[config.mk]
export PLATFORM = sky130hd
export DESIGN_NAME = multicycle_decoder
export DESIGN_NICKNAME = d
export VERILOG_FILES = /design/src/rtl/riscv_pkg.sv /design/src/rtl/multicycle_decoder_instr_legal_check.sv /design/src/rtl/multicycle_decoder.sv
export SDC_FILE = /design/constraint.sdc
export NUM_CORES = 1
export LEC_CHECK = 0
export BUFFER_PORTS_ARGS = -buffer_cell sky130_fd_sc_hd__clkbuf_2
export CORE_UTILIZATION = 49
export CTS_BUF_LIST = sky130_fd_sc_hd__clkbuf_16
export DETAILED_ROUTE_END_ITERATION = 12
export PLACE_DENSITY_LB_ADDON = 0.12
export REMOVE_ABC_BUFFERS = 1
export SLEW_MARGIN = 10
export SYNTH_ARGS = -nofsm -noshare
export SYNTH_HDL_FRONTEND = slang
export SYNTH_HIERARCHICAL = 1
export SYNTH_SLANG_ARGS = --single-unit
[constraint.sdc]
create_clock -name clock -period 1.5 [get_ports clock]
set_input_delay 0 -clock clock [delete_from_list [all_inputs] [get_ports clock]]
set_output_delay 0 -clock clock [all_outputs]
set_load 0.05 [all_outputs]
[src/rtl/riscv_pkg.sv]
// ============================================================================
// riscv_pkg : shared RV32I opcodes, control FSM states and ALU op codes
// Rev 1.0
// ============================================================================
`default_nettype none

package riscv_pkg;

  localparam logic [6:0] RALU   = 7'b0110011;
  localparam logic [6:0] IALU   = 7'b0010011;
  localparam logic [6:0] ILOAD  = 7'b0000011;
  localparam logic [6:0] SSTORE = 7'b0100011;

  typedef enum logic [1:0] {
    DECODE    = 2'd0,
    MEM_WAIT  = 2'd1,
    WRITEBACK = 2'd2,
    TRAP      = 2'd3
  } ctrl_state_t;

  // ALU op encoding is {funct3, funct7[5]}
  localparam logic [3:0] ALU_ADD  = 4'b0000;
  localparam logic [3:0] ALU_SUB  = 4'b0001;
  localparam logic [3:0] ALU_SLL  = 4'b0010;
  localparam logic [3:0] ALU_SLT  = 4'b0100;
  localparam logic [3:0] ALU_SLTU = 4'b0110;
  localparam logic [3:0] ALU_XOR  = 4'b1000;
  localparam logic [3:0] ALU_SRL  = 4'b1010;
  localparam logic [3:0] ALU_SRA  = 4'b1011;
  localparam logic [3:0] ALU_OR   = 4'b1100;
  localparam logic [3:0] ALU_AND  = 4'b1110;

  function automatic logic [3:0] alu_op(input logic [2:0] f3, input logic f7b5);
    return {f3, f7b5};
  endfunction

endpackage

`default_nettype wire

[src/rtl/multicycle_decoder_instr_legal_check.sv]
// ============================================================================
// instr_legal_check : combinational opcode/funct3/funct7 legality check
// Rev 1.0
// ============================================================================
`default_nettype none

module instr_legal_check
  import riscv_pkg::*;
#(
  parameter int STRICT_DECODE = 1
) (
  input  logic [6:0] opcode_i,
  input  logic [2:0] funct3_i,
  input  logic [6:0] funct7_i,
  output logic       legal_o
);

  localparam logic LAX = (STRICT_DECODE == 0);

  always_comb begin
    legal_o = 1'b0;
    case (opcode_i)
      RALU:
        legal_o = LAX || (funct7_i == 7'h00) ||
                  ((funct7_i == 7'h20) && ((funct3_i == 3'b000) || (funct3_i == 3'b101)));
      IALU: begin
        case (funct3_i)
          3'b001:  legal_o = LAX || (funct7_i == 7'h00);
          3'b101:  legal_o = LAX || (funct7_i == 7'h00) || (funct7_i == 7'h20);
          default: legal_o = 1'b1;
        endcase
      end
      ILOAD:
        legal_o = LAX || (funct3_i inside {3'b000, 3'b001, 3'b010, 3'b100, 3'b101});
      SSTORE:
        legal_o = LAX || (funct3_i inside {3'b000, 3'b001, 3'b010});
      default:
        legal_o = 1'b0;
    endcase
  end

endmodule

`default_nettype wire

[src/rtl/multicycle_decoder.sv]
// ============================================================================
// multicycle_decoder : RV32I control decoder with load/store handshake FSM
// Rev 1.0
// ============================================================================
`default_nettype none

module multicycle_decoder
  import riscv_pkg::*;
#(
  parameter int ALUOP_W       = 4,
  parameter int MEM_TIMEOUT   = 15,
  parameter int STRICT_DECODE = 1
) (
  input  logic               clock,
  input  logic               nReset,
  input  logic               instr_valid,
  input  logic [6:0]         opcode,
  input  logic [2:0]         funct3,
  input  logic [6:0]         funct7,
  input  logic               mem_ready,
  input  logic               trap_clr,
  output logic [ALUOP_W-1:0] AluOp,
  output logic               regw,
  output logic               imm,
  output logic               incr,
  output logic               mem_req,
  output logic               mem_we,
  output logic [2:0]         mem_size,
  output logic               wb_sel,
  output logic               illegal,
  output logic               bus_err
);

  localparam int CNT_W = (MEM_TIMEOUT > 1) ? $clog2(MEM_TIMEOUT + 1) : 1;
  localparam logic [CNT_W-1:0] CNT_MAX = CNT_W'(MEM_TIMEOUT);
  localparam logic TIMEOUT_EN = (MEM_TIMEOUT > 0);

  ctrl_state_t      state_q, state_d;
  logic             is_load_q, is_load_d;
  logic [2:0]       size_q, size_d;
  logic [CNT_W-1:0] cnt_q, cnt_d;
  logic             illegal_q, illegal_d;
  logic             bus_err_q, bus_err_d;
  logic             legal;

  instr_legal_check #(
    .STRICT_DECODE(STRICT_DECODE)
  ) u_legal (
    .opcode_i(opcode),
    .funct3_i(funct3),
    .funct7_i(funct7),
    .legal_o (legal)
  );

  always_comb begin
    state_d   = state_q;
    is_load_d = is_load_q;
    size_d    = size_q;
    cnt_d     = cnt_q;
    illegal_d = illegal_q;
    bus_err_d = bus_err_q;
    AluOp     = '0;
    regw      = 1'b0;
    imm       = 1'b0;
    incr      = 1'b0;
    mem_req   = 1'b0;
    mem_we    = 1'b0;
    mem_size  = 3'b000;
    wb_sel    = 1'b0;

    case (state_q)
      DECODE: begin
        if (instr_valid) begin
          if (!legal) begin
            illegal_d = 1'b1;
            state_d   = TRAP;
          end else begin
            case (opcode)
              RALU: begin
                AluOp = ALUOP_W'(alu_op(funct3, funct7[5]));
                regw  = 1'b1;
                incr  = 1'b1;
              end
              IALU: begin
                // Only the shift-right group uses funct7[5] (SRLI vs SRAI)
                AluOp = ALUOP_W'(alu_op(funct3, (funct3 == 3'b101) && funct7[5]));
                imm   = 1'b1;
                regw  = 1'b1;
                incr  = 1'b1;
              end
              ILOAD, SSTORE: begin
                AluOp     = ALUOP_W'(ALU_ADD);
                imm       = 1'b1;
                mem_req   = 1'b1;
                mem_we    = (opcode == SSTORE);
                mem_size  = funct3;
                is_load_d = (opcode == ILOAD);
                size_d    = funct3;
                cnt_d     = '0;
                state_d   = MEM_WAIT;
              end
              default: begin
                illegal_d = 1'b1;
                state_d   = TRAP;
              end
            endcase
          end
        end
      end

      MEM_WAIT: begin
        AluOp    = ALUOP_W'(ALU_ADD);
        imm      = 1'b1;
        mem_req  = 1'b1;
        mem_we   = !is_load_q;
        mem_size = size_q;
        // Completion takes priority over a coincident timeout
        if (mem_ready) begin
          if (is_load_q) begin
            state_d = WRITEBACK;
          end else begin
            incr    = 1'b1;
            state_d = DECODE;
          end
        end else if (TIMEOUT_EN && (cnt_q == CNT_MAX)) begin
          bus_err_d = 1'b1;
          state_d   = TRAP;
        end else begin
          cnt_d = cnt_q + CNT_W'(1);
        end
      end

      WRITEBACK: begin
        regw    = 1'b1;
        wb_sel  = 1'b1;
        incr    = 1'b1;
        state_d = DECODE;
      end

      TRAP: begin
        if (trap_clr) begin
          illegal_d = 1'b0;
          bus_err_d = 1'b0;
          state_d   = DECODE;
        end
      end

      default: state_d = DECODE;
    endcase

    // Outputs stay at their idle values for as long as reset is held
    if (!nReset) begin
      AluOp    = '0;
      regw     = 1'b0;
      imm      = 1'b0;
      incr     = 1'b0;
      mem_req  = 1'b0;
      mem_we   = 1'b0;
      mem_size = 3'b000;
      wb_sel   = 1'b0;
    end
  end

  always_ff @(posedge clock or negedge nReset) begin
    if (!nReset) begin
      state_q   <= DECODE;
      is_load_q <= 1'b0;
      size_q    <= 3'b000;
      cnt_q     <= '0;
      illegal_q <= 1'b0;
      bus_err_q <= 1'b0;
    end else begin
      state_q   <= state_d;
      is_load_q <= is_load_d;
      size_q    <= size_d;
      cnt_q     <= cnt_d;
      illegal_q <= illegal_d;
      bus_err_q <= bus_err_d;
    end
  end

  assign illegal = illegal_q;
  assign bus_err = bus_err_q;

endmodule

`default_nettype wire

Yosys cells after proc, flatten, opt, wreduce, memory -nomap -nowiden
Index checks and enable logic that the tools add are counted.

operators by class
  $add $sub $neg = 1
  equal/unequal tests = 23
  multiplexer cells = 60
  reductions and logical operators = 23

operator list
  cell                                            number
  two-way mux 4 bit                               9
  two-way mux 1 bit                               27
  == test 7 x 6 -> 1 bit (second input constant)  3
  one-hot mux 4 bit (2 select lines)              2
  AND reduction 4 bit                             4
  one-hot mux 1 bit (2 select lines)              7
  two-way mux 2 bit                               6
  two-way mux 3 bit                               4
  inequality test 2 bit (second input constant)   6
  inequality test 3 bit (second input constant)   3
  one-hot mux 2 bit (4 select lines)              1
  == test 7 x 2 -> 1 bit (second input constant)  1
  == test 7 x 5 -> 1 bit (second input constant)  1
  zero test 7 bit                                 1
  == test 3 bit (second input constant)           2
  one-hot mux 3 bit (2 select lines)              1
  AND reduction 6 bit                             1
  nonzero test 2 bit                              3
  nonzero test 5 bit                              1
  adder 4 x 1 -> 4 bit (second input constant)    1
  == test 2 bit (second input constant)           2
  == test 4 bit (second input constant)           1
  one-hot mux 1 bit (4 select lines)              1
  one-hot mux 2 bit (2 select lines)              1
  other kinds (14)                                18

storage, ports and cells
  bits in registers = 12
  bits of input ports = 22
  output and inout port bits = 15
  word-level logic and storage cells = 113

Depth between registers and ports, before layout
  depth in word-level cells = 9
  mapped depth = 7
  depth with buffers taken out = 6

By module
Netlist, hierarchy kept.

by module, submodules not included
  module              instances  cells an instance  area an instance (um^2)  sequential area each (um^2)
  multicycle_decoder  1          107                908.4                    300.3
  instr_legal_check   1          17                 108.9                    0.0

Worst setup path before layout
Ideal clock, no wire load.

  path type = in2out
  start point = in funct7[1]
  end point = out mem_size[1]
  arrival = 2.388 ns
  data required time = 1.500 ns
  path slack = -0.888 ns
  cell stages on the path = 7
  buffers on the path = 1
  path through = nor4_4 a311oi_1 nor4_1 and4b_1 buf_2 nand4b_4 o31ai_1

on the way
  cells in the longest elaborated chain, start to end = 8
  elaborated cells between the ends (all ways) = 11
  classes of those cells = eq/ne: 1; mux: 6; reduce/logical: 4

RTL lines
  item                                                                           line                                                                                    text
  start, declared                                                                multicycle_decoder.sv:19                                                                input logic [6:0] funct7,
  == test 7 x 6 -> 1 bit / zero test 7 bit (equally long branches)               -
  logical OR 1 bit / logical AND 1 bit (equally long branches)                   multicycle_decoder_instr_legal_check.sv:29, multicycle_decoder_instr_legal_check.sv:25
  one-hot mux 1 bit (2 select lines) / logical OR 1 bit (equally long branches)  multicycle_decoder_instr_legal_check.sv:27, multicycle_decoder_instr_legal_check.sv:24
  one-hot mux 1 bit (4 select lines) (*)                                         multicycle_decoder_instr_legal_check.sv:22                                              case (opcode_i)
  via legal                                                                      multicycle_decoder.sv:44                                                                logic legal;
  two-way mux 3 bit (*)                                                          multicycle_decoder.sv:74                                                                if (!legal) begin
  two-way mux 3 bit (*)                                                          multicycle_decoder.sv:73                                                                if (instr_valid) begin
  one-hot mux 3 bit (2 select lines) (*)                                         multicycle_decoder.sv:71                                                                case (state_q)
  two-way mux 3 bit (*)                                                          multicycle_decoder.sv:152                                                               if (!nReset) begin
  end, declared                                                                  multicycle_decoder.sv:28                                                                output logic [2:0] mem_size,

The timed path passes the listed nets; every way through them passes the cells marked *.

Worst setup path after layout
  start point = in funct7[1]
  end point = out imm

on the way
  cells in the longest elaborated chain, start to end = 8
  elaborated cells between the ends (all ways) = 11
  classes of those cells = eq/ne: 1; mux: 6; reduce/logical: 4

RTL lines
  item                                                                           line                                                                                    text
  == test 7 x 6 -> 1 bit / zero test 7 bit (equally long branches)               -
  logical OR 1 bit / logical AND 1 bit (equally long branches)                   multicycle_decoder_instr_legal_check.sv:29, multicycle_decoder_instr_legal_check.sv:25
  one-hot mux 1 bit (2 select lines) / logical OR 1 bit (equally long branches)  multicycle_decoder_instr_legal_check.sv:27, multicycle_decoder_instr_legal_check.sv:24
  one-hot mux 1 bit (4 select lines) (*)                                         multicycle_decoder_instr_legal_check.sv:22
  via legal                                                                      multicycle_decoder.sv:44
  two-way mux 1 bit (*)                                                          multicycle_decoder.sv:74
  two-way mux 1 bit (*)                                                          multicycle_decoder.sv:73
  one-hot mux 1 bit (2 select lines) (*)                                         multicycle_decoder.sv:71
  two-way mux 1 bit (*)                                                          multicycle_decoder.sv:152
  end, declared                                                                  multicycle_decoder.sv:24                                                                output logic imm,

Marked as above.

==> tab_implementation.tex <==
\begin{tabular}{lr}
\hline
Metric & Value \\
\hline
\multicolumn{2}{l}{\textbf{Pwr}} \\
Comb pwr share & 55.5\% \\
Internal power component & 1279 µW \\
Switch Pwr & roughly 1100 µW \\
Switching share of total power & a little under half \\
Reg power frac & 23.5\% \\
Power Dens Cells & $\sim$1400 mW/mm² \\
Cell leakage power & $\sim$0.0008 µW \\
Clock power share & between 20\% and 30\% \\
Worst VDD drop & roughly 770 µV \\
\multicolumn{2}{l}{\textbf{Clock network}} \\
Clock transition at the registers of the reported paths & around 0.050 ns \\
Number of buffers created by CTS & 3 \\
Maximum root-to-sink buffer count & 2 \\
Clock latency reported for the late side of the worst-skew pair & roughly 0.24 ns \\
Max H-tree Level & 1 \\
CTS tree & done \\
Number of clock sinks seen by CTS & 12 \\
Clock root buffer & sky130\_fd\_sc\_hd\_\_clkbuf\_16 \\
\multicolumn{2}{l}{\textbf{Setup path}} \\
WS Path Type & primary input to primary output \\
Data arrival, critical path & about 2.0 ns \\
Delay of the slowest cell on the worst path & slightly above 0.4 ns \\
Number of buffers and inverters on the critical path & 3 \\
Required time reported for the critical path endpoint & about 1.5 ns \\
Most Frequent Cell on Critical Path & sky130\_fd\_sc\_hd\_\_buf\_6 \\
Highest-delay cell along the critical path & sky130\_fd\_sc\_hd\_\_nor4\_2 \\
CP Cell Sequence & buf\_6 > nor4\_4 > a31oi\_1 > nor4\_2 > and4b\_2 > buf\_6 > nand4\_1 > a21oi\_2 > buf\_8 \\
Reg2reg setup slack & -0.16 ns \\
Critical path capture point type & primary output \\
Critical path's top delay family & simple AND/OR/NAND/NOR gates \\
Max Fanout on Critical Path & 4 \\
Number of cells on the critical path & 9 \\
Capture point of the worst reg-to-reg path & size\_q[2] \\
Origin of the critical flop-to-flop path & state\_q[1] \\
R2R cell count & 5 \\
Kind of launch point of the worst setup path & primary input \\
\multicolumn{2}{l}{\textbf{Synth}} \\
Number of distinct library cell variants in the gate-level netlist after synthesis & 40 \\
Share of synthesized registers carrying an async set or reset & between 90\% and 100\% \\
Mapped Cells & between 100 and 150 \\
Yosys reg bits & 12 \\
Register area share after synthesis & around 30\% \\
Netlist Area Pre-Place & 0.001017 mm² \\
Primary FF master, synth & sky130\_fd\_sc\_hd\_\_dfrtp\_1 \\
Count of flip-flops with a built-in enable after synthesis & 0 \\
Yosys Warn Count & 6 \\
Per-instance average area after synthesis & approximately 8 µm² \\
\multicolumn{2}{l}{\textbf{GRT}} \\
Largest net degree at the start of global routing & 16 \\
Antenna violations before repair & 0 \\
Number of global-route vias before repair & 1,214 \\
Global-route wire length before repair & roughly 5500 µm \\
GRT Total Usage & between 30\% and 40\% \\
GR Overflow Total & 0 \\
\multicolumn{2}{l}{\textbf{Cells and area}} \\
Final core occ & about nine tenths \\
Share of post-route cells with drive strength above 1 & 49.46\% \\
Synthesis-to-layout area growth & 70.36\% \\
Finished Cell Area & around 0.0017 mm² \\
Ant. Diodes & 0 \\
Net count of the finished layout & 210 \\
\multicolumn{2}{l}{\textbf{Drt}} \\
Initial DRT Pass Iterations & 5 \\
Total via count in the routed design & between 1,000 and 1,500 \\
Detailed-route wire length per cell & roughly 20 µm \\
Wire length after detailed routing & approximately 4300 µm \\
Detail Route Antenna Nets & 0 \\
Detail-routed via count per cell & $\sim$6.5 \\
\# DRC & 0 \\
Iter 0 DRT Violations & 68 \\
\multicolumn{2}{l}{\textbf{Floorplanning}} \\
Die span in y & around 48 µm \\
Core outline area & 0.001962 mm² \\
Horizontal die dimension & around 48 µm \\
Num rows & 16 \\
Initial standard-cell utilization of the core & 51.85\% \\
Top-level I/O count & 37 \\
Die footprint & roughly 0.0023 mm² \\
\multicolumn{2}{l}{\textbf{Place}} \\
Global placer's final weighted congestion & $\sim$0.78 \\
Detailed placer's ending HPWL & around 2100 µm \\
Post-placement cell area & approximately 0.0014 mm² \\
Port-buffer cells & 36 \\
\multicolumn{2}{l}{\textbf{STA}} \\
Final period util & 133.4\% \\
Setup slack of the critical path after layout & -0.5016 ns \\
Headroom to the max-slew limit & 66.22\% \\
Number of hold violations in the final report & 0 \\
RSZ-0062 raised after global routing & true \\
Setup Viol. Count Final & 23 \\
Final slew viol count & 0 \\
FMAX & 499.6 MHz \\
Fin Setup TNS & -8.204 ns \\
Worst-Margin Slew & between 0.5 and 0.6 ns \\
Clock skew after layout & around 0.0072 ns \\
Final critical-path required period & around 2.0 ns \\
\multicolumn{2}{l}{\textbf{Status}} \\
Failing checks & setup timing \\
Outcome & finished, violations left \\
\multicolumn{2}{l}{\textbf{Run}} \\
Number of max-capacitance violations reported & 0 \\
\multicolumn{2}{l}{\textbf{Min path}} \\
Number of cells on the worst hold path & 3 \\
Endpoint, Worst Hold & state\_q[0] \\
Hold path start & instr\_valid \\
Worst min path class & primary input to flop \\
\hline
\end{tabular}
==> kinds of logic after synthesis <==
logic type	Yosys count	synth area share [%]
and+or+nand+nor	60	38.01
AOI/OAI and AO/OA	34	21.89
muxes	4	4.305
buffers and inverters	13	5.043
DFF	12	29.52
adders and majority gates	1	1.230
==> cell usage after synthesis (4+ instances only) <==
master / instances / area [µm²]
sky130_fd_sc_hd__a21oi_1: 7 / 35.03
sky130_fd_sc_hd__a31oi_1: 5 / 31.28
sky130_fd_sc_hd__clkbuf_1: 4 / 15.01
sky130_fd_sc_hd__dfrtp_1: 12 / 300.3
sky130_fd_sc_hd__inv_1: 7 / 26.28
sky130_fd_sc_hd__nand2_1: 18 / 67.56
sky130_fd_sc_hd__nand2b_1: 4 / 25.02
sky130_fd_sc_hd__nand3_1: 6 / 30.03
sky130_fd_sc_hd__nor2_1: 6 / 22.52
sky130_fd_sc_hd__o211ai_1: 4 / 30.03
sky130_fd_sc_hd__o21ai_0: 6 / 30.03
==> per-stage QoR <==
step	worst slack [ns]	total power, µW	cells	hold WS [ns]
CTS	-0.3134	2217	211	0.05818
finish	-0.5016	2398	213	0.08592
global placement	-0.4342	1594	202	-0.1579
global route	-0.6524	2523	213	0.09650
detailed placement	-0.5140	1620	202	-0.1589
floorplan	-0.8830	1233	118	-0.2956
==> power groups by stage <==
stage          Combinational [µW]  Clock (µW)  Sequential [µW]
2_1_floorplan                 588           0              645
3_3_place_gp                 1060           0              535
3_5_place_dp                 1080           0              536
4_1_cts                      1190         492              538
5_1_grt                      1420         526              575
6_report                     1330         504              563
==> final cells by class <==
class,count,area [µm²]
clock buffer,3,75.07
clock inverter,1,3.754
fill,102,229.0
inverter,7,30.03
multi-input combinational,99,743.2
sequential,12,301.5
tap,27,33.78
timing repair buffer,64,545.5
==> cells in the final DEF (no fill, tap or decap), types with 2 or more instances in the layout <==
cell type,count
sky130_fd_sc_hd__clkbuf_16,4
sky130_fd_sc_hd__buf_8,6
sky130_fd_sc_hd__o21ai_1,4
sky130_fd_sc_hd__inv_1,6
sky130_fd_sc_hd__a31oi_1,5
sky130_fd_sc_hd__nand3_1,6
sky130_fd_sc_hd__and4_4,3
sky130_fd_sc_hd__o31ai_2,2
sky130_fd_sc_hd__o211ai_1,4
sky130_fd_sc_hd__clkbuf_8,5
sky130_fd_sc_hd__nor3_1,2
sky130_fd_sc_hd__buf_6,5
sky130_fd_sc_hd__nand2_1,18
sky130_fd_sc_hd__dfrtp_1,11
sky130_fd_sc_hd__and3_1,2
sky130_fd_sc_hd__o21ai_0,2
sky130_fd_sc_hd__o311ai_2,2
sky130_fd_sc_hd__nand4b_1,2
sky130_fd_sc_hd__nor2_1,6
sky130_fd_sc_hd__buf_4,22
sky130_fd_sc_hd__nand2b_1,4
sky130_fd_sc_hd__mux2_2,3
sky130_fd_sc_hd__a41oi_1,2
sky130_fd_sc_hd__a21oi_1,6
sky130_fd_sc_hd__clkbuf_2,22
sky130_fd_sc_hd__nor3b_1,3
==> timing repair <==
action,4_1_cts,5_1_grt
pin swaps,10,10
gates cloned,0,0
gates resized for setup,41,24
hold buffers,1,1
hold endpoints to repair,12,1
buffers inserted,8,1
endpoints found under the setup margin,22,24
==> per-layer routing <==
metal	GRT usage, %	up-vias	routed length (µm)
met4	16.11	0	281
met5	0	-	0
met3	7.547	31	374
li1	-	593	-
met1	37.47	651	1492
met2	62.74	106	2149
==> worst max-delay path by stage <==
stage	start	to	slack, ns
after floorplan	funct7[1]	mem_size[1]	-0.88
after global placement	funct7[1]	mem_size[1]	-0.43
after detailed placement	funct7[1]	AluOp[3]	-0.51
after CTS	funct7[1]	AluOp[2]	-0.31
after global routing	funct7[1]	regw	-0.65
final	funct7[1]	imm	-0.50
==> tightest hold or removal path: cells and delay by family <==
family | cells | cell delay, ns
AND/OR/NAND/NOR | 1 | 0.08
AO/OA/AOI/OAI | 1 | 0.08
buffers and inverters | 1 | 0.13
==> flip-flops by register name (all words and copies together) (netlist names) <==
signal	cells
is_load_q	1
size_q	3
bus_err	1
cnt_q	4
illegal	1
state_q	2
No activity file was read; power rests on OpenSTA's default activity.
